## src/rtl/module_display_pkg.sv

```systemverilog
// rtl/module_display_pkg.sv - shared states, segment constants and helpers for the multiplexed display
package module_display_pkg;

  typedef enum logic [1:0] {IDLE, CONV, COMMIT} state_t;

  localparam logic [6:0] SEG_BLANK = 7'h7F;
  localparam logic [6:0] SEG_DASH  = 7'b0111111;

  // Active-low gfedcba patterns; A-F only guard against impossible codes.
  function automatic logic [6:0] seg_decode(input logic [3:0] digit);
    logic [6:0] seg;
    case (digit)
      4'h0: seg = 7'b1000000;
      4'h1: seg = 7'b1111001;
      4'h2: seg = 7'b0100100;
      4'h3: seg = 7'b0110000;
      4'h4: seg = 7'b0011001;
      4'h5: seg = 7'b0010010;
      4'h6: seg = 7'b0000010;
      4'h7: seg = 7'b1111000;
      4'h8: seg = 7'b0000000;
      4'h9: seg = 7'b0010000;
      4'hA: seg = 7'b0001000;
      4'hB: seg = 7'b0000011;
      4'hC: seg = 7'b1000110;
      4'hD: seg = 7'b0100001;
      4'hE: seg = 7'b0000110;
      default: seg = 7'b0001110;
    endcase
    return seg;
  endfunction

  // ceil(bin_w * log10(2)) in fixed point; log10(2) is never a rational multiple.
  function automatic int bcd_digits(input int bin_w);
    return (bin_w * 30103 + 99999) / 100000;
  endfunction

endpackage

```

## src/rtl/module_bin2bcd_seq.sv

```systemverilog
// rtl/module_bin2bcd_seq.sv - sequential double-dabble converter, one binary bit per clock
module module_bin2bcd_seq
  import module_display_pkg::*;
#(
  parameter int BIN_W = 8,
  parameter int BCD_D = bcd_digits(BIN_W)
) (
  input  logic                 clk,
  input  logic                 rst_n,
  input  logic                 start,
  input  logic [BIN_W-1:0]     bin,
  output logic                 busy,
  output logic                 done,
  output logic [4*BCD_D-1:0]   bcd
);

  localparam int CNT_W = $clog2(BIN_W + 1);

  state_t             state_q, state_d;
  logic [BIN_W-1:0]   bin_q, bin_d;
  logic [4*BCD_D-1:0] bcd_q, bcd_d;
  logic [4*BCD_D-1:0] adj;
  logic [CNT_W-1:0]   cnt_q, cnt_d;

  always_comb begin
    state_d = state_q;
    bin_d   = bin_q;
    bcd_d   = bcd_q;
    cnt_d   = cnt_q;
    adj     = bcd_q;
    busy    = 1'b0;
    done    = 1'b0;
    case (state_q)
      IDLE: begin
        if (start) begin
          bin_d   = bin;
          bcd_d   = '0;
          cnt_d   = '0;
          state_d = CONV;
        end
      end
      CONV: begin
        busy = 1'b1;
        for (int i = 0; i < BCD_D; i++) begin
          if (adj[4*i +: 4] >= 4'd5) adj[4*i +: 4] = adj[4*i +: 4] + 4'd3;
        end
        {bcd_d, bin_d} = {adj, bin_q} << 1;
        cnt_d = cnt_q + CNT_W'(1);
        if (cnt_q == CNT_W'(BIN_W - 1)) state_d = COMMIT;
      end
      COMMIT: begin
        busy    = 1'b1;
        done    = 1'b1;
        state_d = IDLE;
      end
      default: state_d = IDLE;
    endcase
  end

  always_ff @(posedge clk or negedge rst_n) begin
    if (!rst_n) begin
      state_q <= IDLE;
      bin_q   <= '0;
      bcd_q   <= '0;
      cnt_q   <= '0;
    end else begin
      state_q <= state_d;
      bin_q   <= bin_d;
      bcd_q   <= bcd_d;
      cnt_q   <= cnt_d;
    end
  end

  assign bcd = bcd_q;

endmodule

```

## src/rtl/module_display_multiplex.sv

```systemverilog
// rtl/module_display_multiplex.sv - binary-to-BCD display driver scanning N common-anode digits
// DISPLAY_LZB_EN enables leading-zero blanking.
module module_display_multiplex
  import module_display_pkg::*;
#(
  parameter int BIN_W       = 8,
  parameter int N_DIGITS    = 3,
  parameter int REFRESH_DIV = 50000
) (
  input  logic                clk,
  input  logic                rst,
  input  logic                load,
  input  logic [BIN_W-1:0]    bin,
  output logic                busy,
  output logic [6:0]          catodo,
  output logic [N_DIGITS-1:0] anodo
);

  localparam int BCD_D  = bcd_digits(BIN_W);
  localparam int PAD_D  = (BCD_D > N_DIGITS) ? BCD_D : N_DIGITS;
  localparam int PRE_W  = $clog2(REFRESH_DIV);
  localparam int SCAN_W = (N_DIGITS > 1) ? $clog2(N_DIGITS) : 1;

  logic                  conv_done;
  logic [4*BCD_D-1:0]    bcd;
  logic [4*PAD_D-1:0]    bcd_pad;

  logic [4*N_DIGITS-1:0] digits_q, digits_d;
  logic                  ovf_q, ovf_d;
  logic [PRE_W-1:0]      pre_q, pre_d;
  logic [SCAN_W-1:0]     scan_q, scan_d;
  logic [6:0]            catodo_q, catodo_d;
  logic [N_DIGITS-1:0]   anodo_q, anodo_d;
  logic [3:0]            sel_digit;
`ifdef DISPLAY_LZB_EN
  logic [N_DIGITS-1:0]   blank_mask;
  logic                  nz_above;
  logic                  sel_blank;
`endif

  module_bin2bcd_seq #(
    .BIN_W (BIN_W),
    .BCD_D (BCD_D)
  ) u_bin2bcd (
    .clk   (clk),
    .rst_n (rst),
    .start (load),
    .bin   (bin),
    .busy  (busy),
    .done  (conv_done),
    .bcd   (bcd)
  );

  always_comb begin
    bcd_pad = '0;
    bcd_pad[4*BCD_D-1:0] = bcd;
  end

  always_comb begin
    digits_d = digits_q;
    ovf_d    = ovf_q;
    if (conv_done) begin
      digits_d = bcd_pad[4*N_DIGITS-1:0];
      ovf_d    = |(bcd_pad >> (4*N_DIGITS));
    end

    pre_d  = pre_q + PRE_W'(1);
    scan_d = scan_q;
    if (pre_q == PRE_W'(REFRESH_DIV - 1)) begin
      pre_d  = '0;
      scan_d = (scan_q == SCAN_W'(N_DIGITS - 1)) ? '0 : scan_q + SCAN_W'(1);
    end

    // Outputs follow scan_q one cycle late and use the post-commit digits, so the
    // first dwell after reset is full length and a new value lands with no ghosting.
    anodo_d   = ~(N_DIGITS'(1) << scan_q);
    sel_digit = '0;
    for (int i = 0; i < N_DIGITS; i++) begin
      if (scan_q == SCAN_W'(i)) sel_digit = digits_d[4*i +: 4];
    end

`ifdef DISPLAY_LZB_EN
    blank_mask = '0;
    nz_above   = 1'b0;
    for (int i = N_DIGITS - 1; i >= 1; i--) begin
      nz_above      = nz_above | (digits_d[4*i +: 4] != 4'd0);
      blank_mask[i] = ~nz_above;
    end
    sel_blank = 1'b0;
    for (int i = 0; i < N_DIGITS; i++) begin
      if (scan_q == SCAN_W'(i)) sel_blank = blank_mask[i];
    end
    if (ovf_d)          catodo_d = SEG_DASH;
    else if (sel_blank) catodo_d = SEG_BLANK;
    else                catodo_d = seg_decode(sel_digit);
`else
    if (ovf_d) catodo_d = SEG_DASH;
    else       catodo_d = seg_decode(sel_digit);
`endif
  end

  always_ff @(posedge clk or negedge rst) begin
    if (!rst) begin
      digits_q <= '0;
      ovf_q    <= 1'b0;
      pre_q    <= '0;
      scan_q   <= '0;
      catodo_q <= SEG_BLANK;
      anodo_q  <= '1;
    end else begin
      digits_q <= digits_d;
      ovf_q    <= ovf_d;
      pre_q    <= pre_d;
      scan_q   <= scan_d;
      catodo_q <= catodo_d;
      anodo_q  <= anodo_d;
    end
  end

  assign catodo = catodo_q;
  assign anodo  = anodo_q;

endmodule

```

## config.mk

```make
export PLATFORM = sky130hd
export DESIGN_NAME = module_display_multiplex
export DESIGN_NICKNAME = d
export VERILOG_FILES = /design/src/rtl/module_display_pkg.sv /design/src/rtl/module_bin2bcd_seq.sv /design/src/rtl/module_display_multiplex.sv
export SDC_FILE = /design/constraint.sdc
export NUM_CORES = 1
export LEC_CHECK = 0
export BUFFER_PORTS_ARGS = -buffer_cell sky130_fd_sc_hd__buf_2
export CAP_MARGIN = 10
export CORE_MARGIN = 1
export CORE_UTILIZATION = 27
export CTS_CLUSTER_SIZE = 12
export DETAILED_ROUTE_END_ITERATION = 8
export GPL_ROUTABILITY_DRIVEN = 0
export HOLD_SLACK_MARGIN = 0.15
export PLACE_DENSITY_LB_ADDON = 0.3
export SLEW_MARGIN = 10
export SYNTH_ARGS = -nofsm -noshare
export SYNTH_HDL_FRONTEND = slang
export SYNTH_HIERARCHICAL = 1
export SYNTH_SLANG_ARGS = --single-unit
```

## constraint.sdc

```tcl
create_clock -name clk -period 5.7 [get_ports clk]
set_input_delay 0.855 -clock clk [delete_from_list [all_inputs] [get_ports clk]]
set_output_delay 0.855 -clock clk [all_outputs]
set_load 0.02 [all_outputs]
```

# [Yosys cells after proc, flatten, opt, wreduce, memory -nomap -nowiden]
# Memories as Yosys holds them, arrays and structs flattened.
# Index checks and enable logic that the tools add are counted.
[totals] mem_bits_ro=112 mem_count=1 input_bits=11 latchBits=0 ramBits=0 register_bits=67
[memory_table] memory="(name not given)" words=16 word_bits=7 rd=1 rd_clocked_by_memory_dff=0 write_ports=0 line_no="module_display_pkg.sv:12" text="case (digit)"
[op_classes] n_lt_le_gt_ge=3 reduce_logical=6 n_eq_ne=8 n_bitwise=1 n_shift=1 muxes=22 n_div=0 multipliers=0 add_sub_neg=6
[op_table] cell="12-bit two-way mux" n=2
[op_table] cell="4-bit two-way mux" n=6
[op_table] cell="12-bit one-hot mux with 2 select lines" n=1
[op_table] cell="16-bit by 1-bit adder with 16-bit output, second input constant" n=1
[op_table] cell="16-bit == test, second input constant" n=1
[op_table] cell="16-bit two-way mux" n=1
[op_table] cell="8-bit one-hot mux with 2 select lines" n=1
[op_table] cell="4-bit by 3-bit >= comparator with 1-bit output, second input constant" n=3
[op_table] cell="4-bit by 2-bit adder with 4-bit output, second input constant" n=2
[op_table] cell="8-bit two-way mux" n=1
[op_table] cell="4-bit one-hot mux with 2 select lines" n=1
[op_table] cell="7-bit two-way mux" n=1
[op_table] cell="2-bit two-way mux" n=3
[op_table] cell="4-bit by 1-bit adder with 4-bit output, second input constant" n=1
[op_table] cell="2-bit by 1-bit == test with 1-bit output, second input constant" n=2
[op_table] cell="2-bit == test, second input constant" n=2
[op_table] cell="4-bit by 3-bit == test with 1-bit output, second input constant" n=1
[op_table] cell="2-bit logical NOT" n=2
[op_table] cell="2-bit one-hot mux with 2 select lines" n=1
[op_table] cell="2-bit AND reduction" n=2
[op_table] cell="3-bit by 2-bit adder with 3-bit output, second input constant" n=1
[op_table] cell="1-bit two-way mux" n=3
[op_table] cell="3-bit two-way mux" n=1
[op_table] cell="3-bit NOT" n=1
[op_table] cell="other kinds (6)" n=6

# [Longest topological paths before layout]
# An unclocked memory read counts as a cell.
[logic_depth] ltp_word=8 ltp_mapped=11

# [By module]
# Netlist, hierarchy kept.
[modules_own_cells] mod="module_display_multiplex" area_per_inst_um2=2037.0 cells_each=168 seq_area_each_um2=1038.5 n_inst=1
[modules_own_cells] mod="module_bin2bcd_seq" area_per_inst_um2=1386.3 cells_each=137 seq_area_each_um2=650.6 n_inst=1

# [Worst setup path before layout]
# Ideal clock, no wire load.
[synth_path] path_type="register to register" from="register u_bin2bcd.state_q[0]" to="register catodo_q[3], in the netlist catodo[3]" path_slack_ps=3258 arrival_time_ps=2352 path_stages_with_launch=11 synth_period_minus_slack_ps=2442 path_cell_list="dfrtp_1 > inv_1 > ha_1 > mux2_2 > a22oi_1 > a21boi_2 > inv_1 > ha_1 > and3_1 > a2111oi_4 > a31oi_1"
[synth_via] word_cells_on_any_way=9 classes_between="eq/ne: 1; mux: 7; memory: 1"
[synth_lines] element="start: declaration" line_no="module_bin2bcd_seq.sv:19" text="state_t state_q, state_d;"
[synth_lines] element="start signal: assignment" line_no="module_bin2bcd_seq.sv:67" text="state_q <= state_d;"
[synth_lines] element="2-bit == test" line_no="module_bin2bcd_seq.sv:33" text="case (state_q)"
[synth_lines] element="1-bit two-way mux" line_no="module_bin2bcd_seq.sv:33"
[synth_lines] element="via conv_done" line_no="module_display_multiplex.sv:24" text="logic conv_done;"
[synth_lines] element="12-bit two-way mux" line_no="module_display_multiplex.sv:62" text="if (conv_done) begin"
[synth_lines] element="via digits_d[9]" line_no="module_display_multiplex.sv:28" text="logic [4*N_DIGITS-1:0] digits_q, digits_d;"
[synth_lines] element="4-bit two-way mux" line_no="module_display_multiplex.sv:79" text="if (scan_q == SCAN_W'(i)) sel_digit = digits_d[4*i +: 4];"
[synth_lines] element="memory 16 x 7 bit"
[synth_lines] element="7-bit two-way mux" line_no="module_display_multiplex.sv:97" text="if (ovf_d) catodo_d = SEG_DASH;"
[synth_lines] element="via catodo_d[3]" line_no="module_display_multiplex.sv:32" text="logic [6:0] catodo_q, catodo_d;"
[synth_lines] element="end signal: assignment" line_no="module_display_multiplex.sv:115" text="catodo_q <= catodo_d;"
[synth_lines] element="end: declaration" line_no="module_display_multiplex.sv:32"
# The timed path passes the listed nets, and every way through them passes these cells.
# A chain may end at the register's enable or synchronous reset.

# [Worst setup path after layout]
# Same ends and word-level chain as after synthesis.

==> results.md <==
- Die width: about 110 um
- Cell variety after synth: 56
- Crit. Startpoint: u_bin2bcd/state_q[0]$_DFFE_PN0P_
- Main synth FF type: dfrtp_1
- CP peak stage delay: 620 ps
- Tot GR Track Use: 0.112
- Largest family of logic cells by synthesized area: compound AO/OA/AOI/OAI gates
- Slew headroom: 0.327
- CP Launch Type: register
- Final hold vios: 0
- Max-Cap Viols: 0
- Die ar.: between 10,000 and 15,000 um2
- Final Hold Slack: between 400 and 500 ps
- Final ANT Viol Nets: 0
- Resize count post-CTS: 0
- Synth top area share: 0.417
- Slowest-stage cell, CP: ha_1
- Post-layout minimum cycle time: 3040 ps
- Initial antenna violation count: 0
- Skew final: 6.21 ps
- Class of the worst hold path: register to register
- Clk buf depth: 2
- Sequential fraction of the synthesis area: 0.493
- Final net count: roughly 360
- Worst-path clk slew: 60 ps
- Lkg Pwr: ~1.8 nW
- Mux cell area share after synthesis: 0.0698
- Worst vdd rail ir drop: roughly 170 uV
- RSZ-0062 raised after global routing: false
- R2R cell count: 10
- Post-Syn Instances: 305
- Die extent in y: approximately 110 um
- # setup viols final: 0
- Status: finished clean
- Crit. End Element: register
- Post-synth ARST share: 1.00
- Drt drc: 0
- Period utilization: 0.534
- CP endpoint: catodo[3]$_DFF_PN1_
- Diodes inserted: 0
- Pin count of the biggest net entering global routing: slightly below 70
- Register bit total from synthesis: 67
- Root Buffer: clkbuf_16
- Worst R2R End: catodo[3]$_DFF_PN1_
- Worst path required time: 5940 ps
- Synth Area in XOR/XNOR: 0.0461
- # IOs: 22
- Rows: 40
- Synth warnings: 6
- Slew Limit Fails: 0
- Hold-fix buffers, CTS: 0
- Core area: 12,200 um2
- Initial detailed-routing violation count: about 120
- Synthesized-area fraction occupied by adder cells: 0.0658
- Post-synth EDFFs: 0
- Postcts setup bufs: 0
- Compound-Gate Fraction of Synth Area: 0.162
- Skew-Pair Late Insertion Delay: 330 ps
- Starting Density: 0.281
- Grt ovf: 0
- Top cells by area, synth: dfrtp_1 42%, dfstp_2 7.7%, ha_1 6.6%, o22ai_1 2.9%, xnor2_1 2.8%
- Synth Area per Inst: about 11 um2
- Total negative slack: 0 ps
- Most common cell after layout, fill and taps aside: dfrtp_1
- Area grow syn2layout: 17.0%
- Synth Cell Area: between 3000 and 4000 um2
- CP arrival: 3280 ps
- Crit-path cells: inv_1 -> ha_1 -> mux2_2 -> a22oi_1 -> a21boi_2 -> inv_1 -> ha_1 -> and3_1 -> a2111oi_4 -> a31oi_1
- CTS sink cnt: 67
- Flop2flop setup slack: about 2700 ps
- Pwr Total: 1.80 mW
- Simple-gate share of the synthesized area: 0.128
- Layout cells sized above 1: 0.224
- Post-Syn Nets: between 300 and 400
- Total Wirelength: between 6000 and 7000 um
- Routed vias/inst: roughly 4.6
- Area leader, netlist: dfrtp_1
- CP Class: register to register
- CTS buffer count: 9
- DR vias: between 2,000 and 2,500
- H-tree levels: 3
- Number of global-route vias before repair: roughly 2,300
- Total iterations of the first detailed-routing run: 4
- Fmax: ~0.33 GHz
- First-pass GRT wire length: 11,300 um
- Worst-margin pin slew: 981 ps
- Reg2reg start: u_bin2bcd/state_q[0]$_DFFE_PN0P_
- Crit Path Max Fanout: 14
- DPL Wire Length: around 4400 um
- Number of port buffers: 21
- Wire per inst: 13.0 um
- CTS tree: done
- Most frequent cells in the layout: 57 x dfrtp_1, 22 x nand2_1, 21 x buf_2
- FILL cells: 1,213
- Power per cell area: roughly 450 nW/um2
## where the power goes
part	internal, mW	switching, mW
combinational	0.217	0.342
clock	0.381	0.203
sequential	0.582	0.0750
## through the flow
stage	setup WS, ps	std cells	area [um2]	utilization
finish	2660	503	4010	0.329
global route	2410	503	4010	0.329
floorplan	3260	305	3420	-
detailed placement	2650	487	3690	0.303
global placement	2700	487	3690	0.303
CTS	2640	503	4010	0.329
## logic make-up (layout without fill, tap and decap cells)
group	count (synthesis)	after routing
AOI/OAI and AO/OA	74	74
adders and majority gates	18	18
DFF	67	67
and+or+nand+nor	85	85
muxes	19	19
buffers and inverters	24	54
xor gates and xnor gates	18	18
## cell usage after synthesis (all sizes together), types with 5 or more instances
master and instances:
ha 18, o21ai 13, o22ai 16, and3 6
nand3 10, nand2 26, nor2 17, a21oi 18
xnor2 11, xor2 7, dfstp 10, mux2 14
inv 16, nand2b 5, buf 6, nor3 7
dfrtp 57
## routing by layer
metal | vias up | part of all wire | GRT usage
met5 | - | 0 | 0
met4 | 0 | 0.021 | 0.0554
met3 | 10 | 0.033 | 0.0344
met2 | 38 | 0.46 | 0.175
met1 | 1118 | 0.48 | 0.141
li1 | 1147 | - | -
## flip-flops by register name, summed over array words and instances (netlist names)
signal	cells
anodo	3
catodo	7
digits_q	12
ovf_q	1
pre_q	16
scan_q	2
u_bin2bcd/bcd	12
u_bin2bcd/bin_q	8
u_bin2bcd/cnt_q	4
u_bin2bcd/state_q	2
## critical path: cells and delay by family (launching register included)
family	cells	cell delay, ps
compound gates	4	860
fa+ha+maj	2	830
mux	1	420
flops	1	400
buf+inv	2	250
simple gates	1	170
## layout make-up
| class | count | area (um2) | area share |
|---|---|---|---|
| Clock inverter | 7 | 92.6 | 0.0231 |
| Timing Repair Buffer | 22 | 113 | 0.0281 |
| Tap cell | 168 | 210 | 0.0525 |
| Clock buffer | 9 | 225 | 0.0562 |
| Multi-Input combinational cell | 214 | 1620 | 0.403 |
| Sequential cell | 67 | 1690 | 0.422 |
| Inverter | 16 | 60.1 | 0.0150 |
## worst min-delay path by stage
stage | slack (ps) | cells past startpoint | endpoint | start
2_1_floorplan | 450 | 2 | u_bin2bcd/bin_q[0]$_DFFE_PN0P_ | u_bin2bcd/bin_q[0]$_DFFE_PN0P_
4_1_cts | 500 | 1 | digits_q[9]$_DFF_PN0_ | digits_q[9]$_DFF_PN0_
3_3_place_gp | 470 | 2 | u_bin2bcd/bin_q[0]$_DFFE_PN0P_ | u_bin2bcd/bin_q[0]$_DFFE_PN0P_
5_1_grt | 500 | 1 | pre_q[13]$_DFF_PN0_ | pre_q[13]$_DFF_PN0_
6_report | 500 | 1 | pre_q[13]$_DFF_PN0_ | pre_q[13]$_DFF_PN0_
3_5_place_dp | 490 | 1 | digits_q[4]$_DFF_PN0_ | digits_q[4]$_DFF_PN0_
No activity file was read; power rests on OpenSTA's default activity.
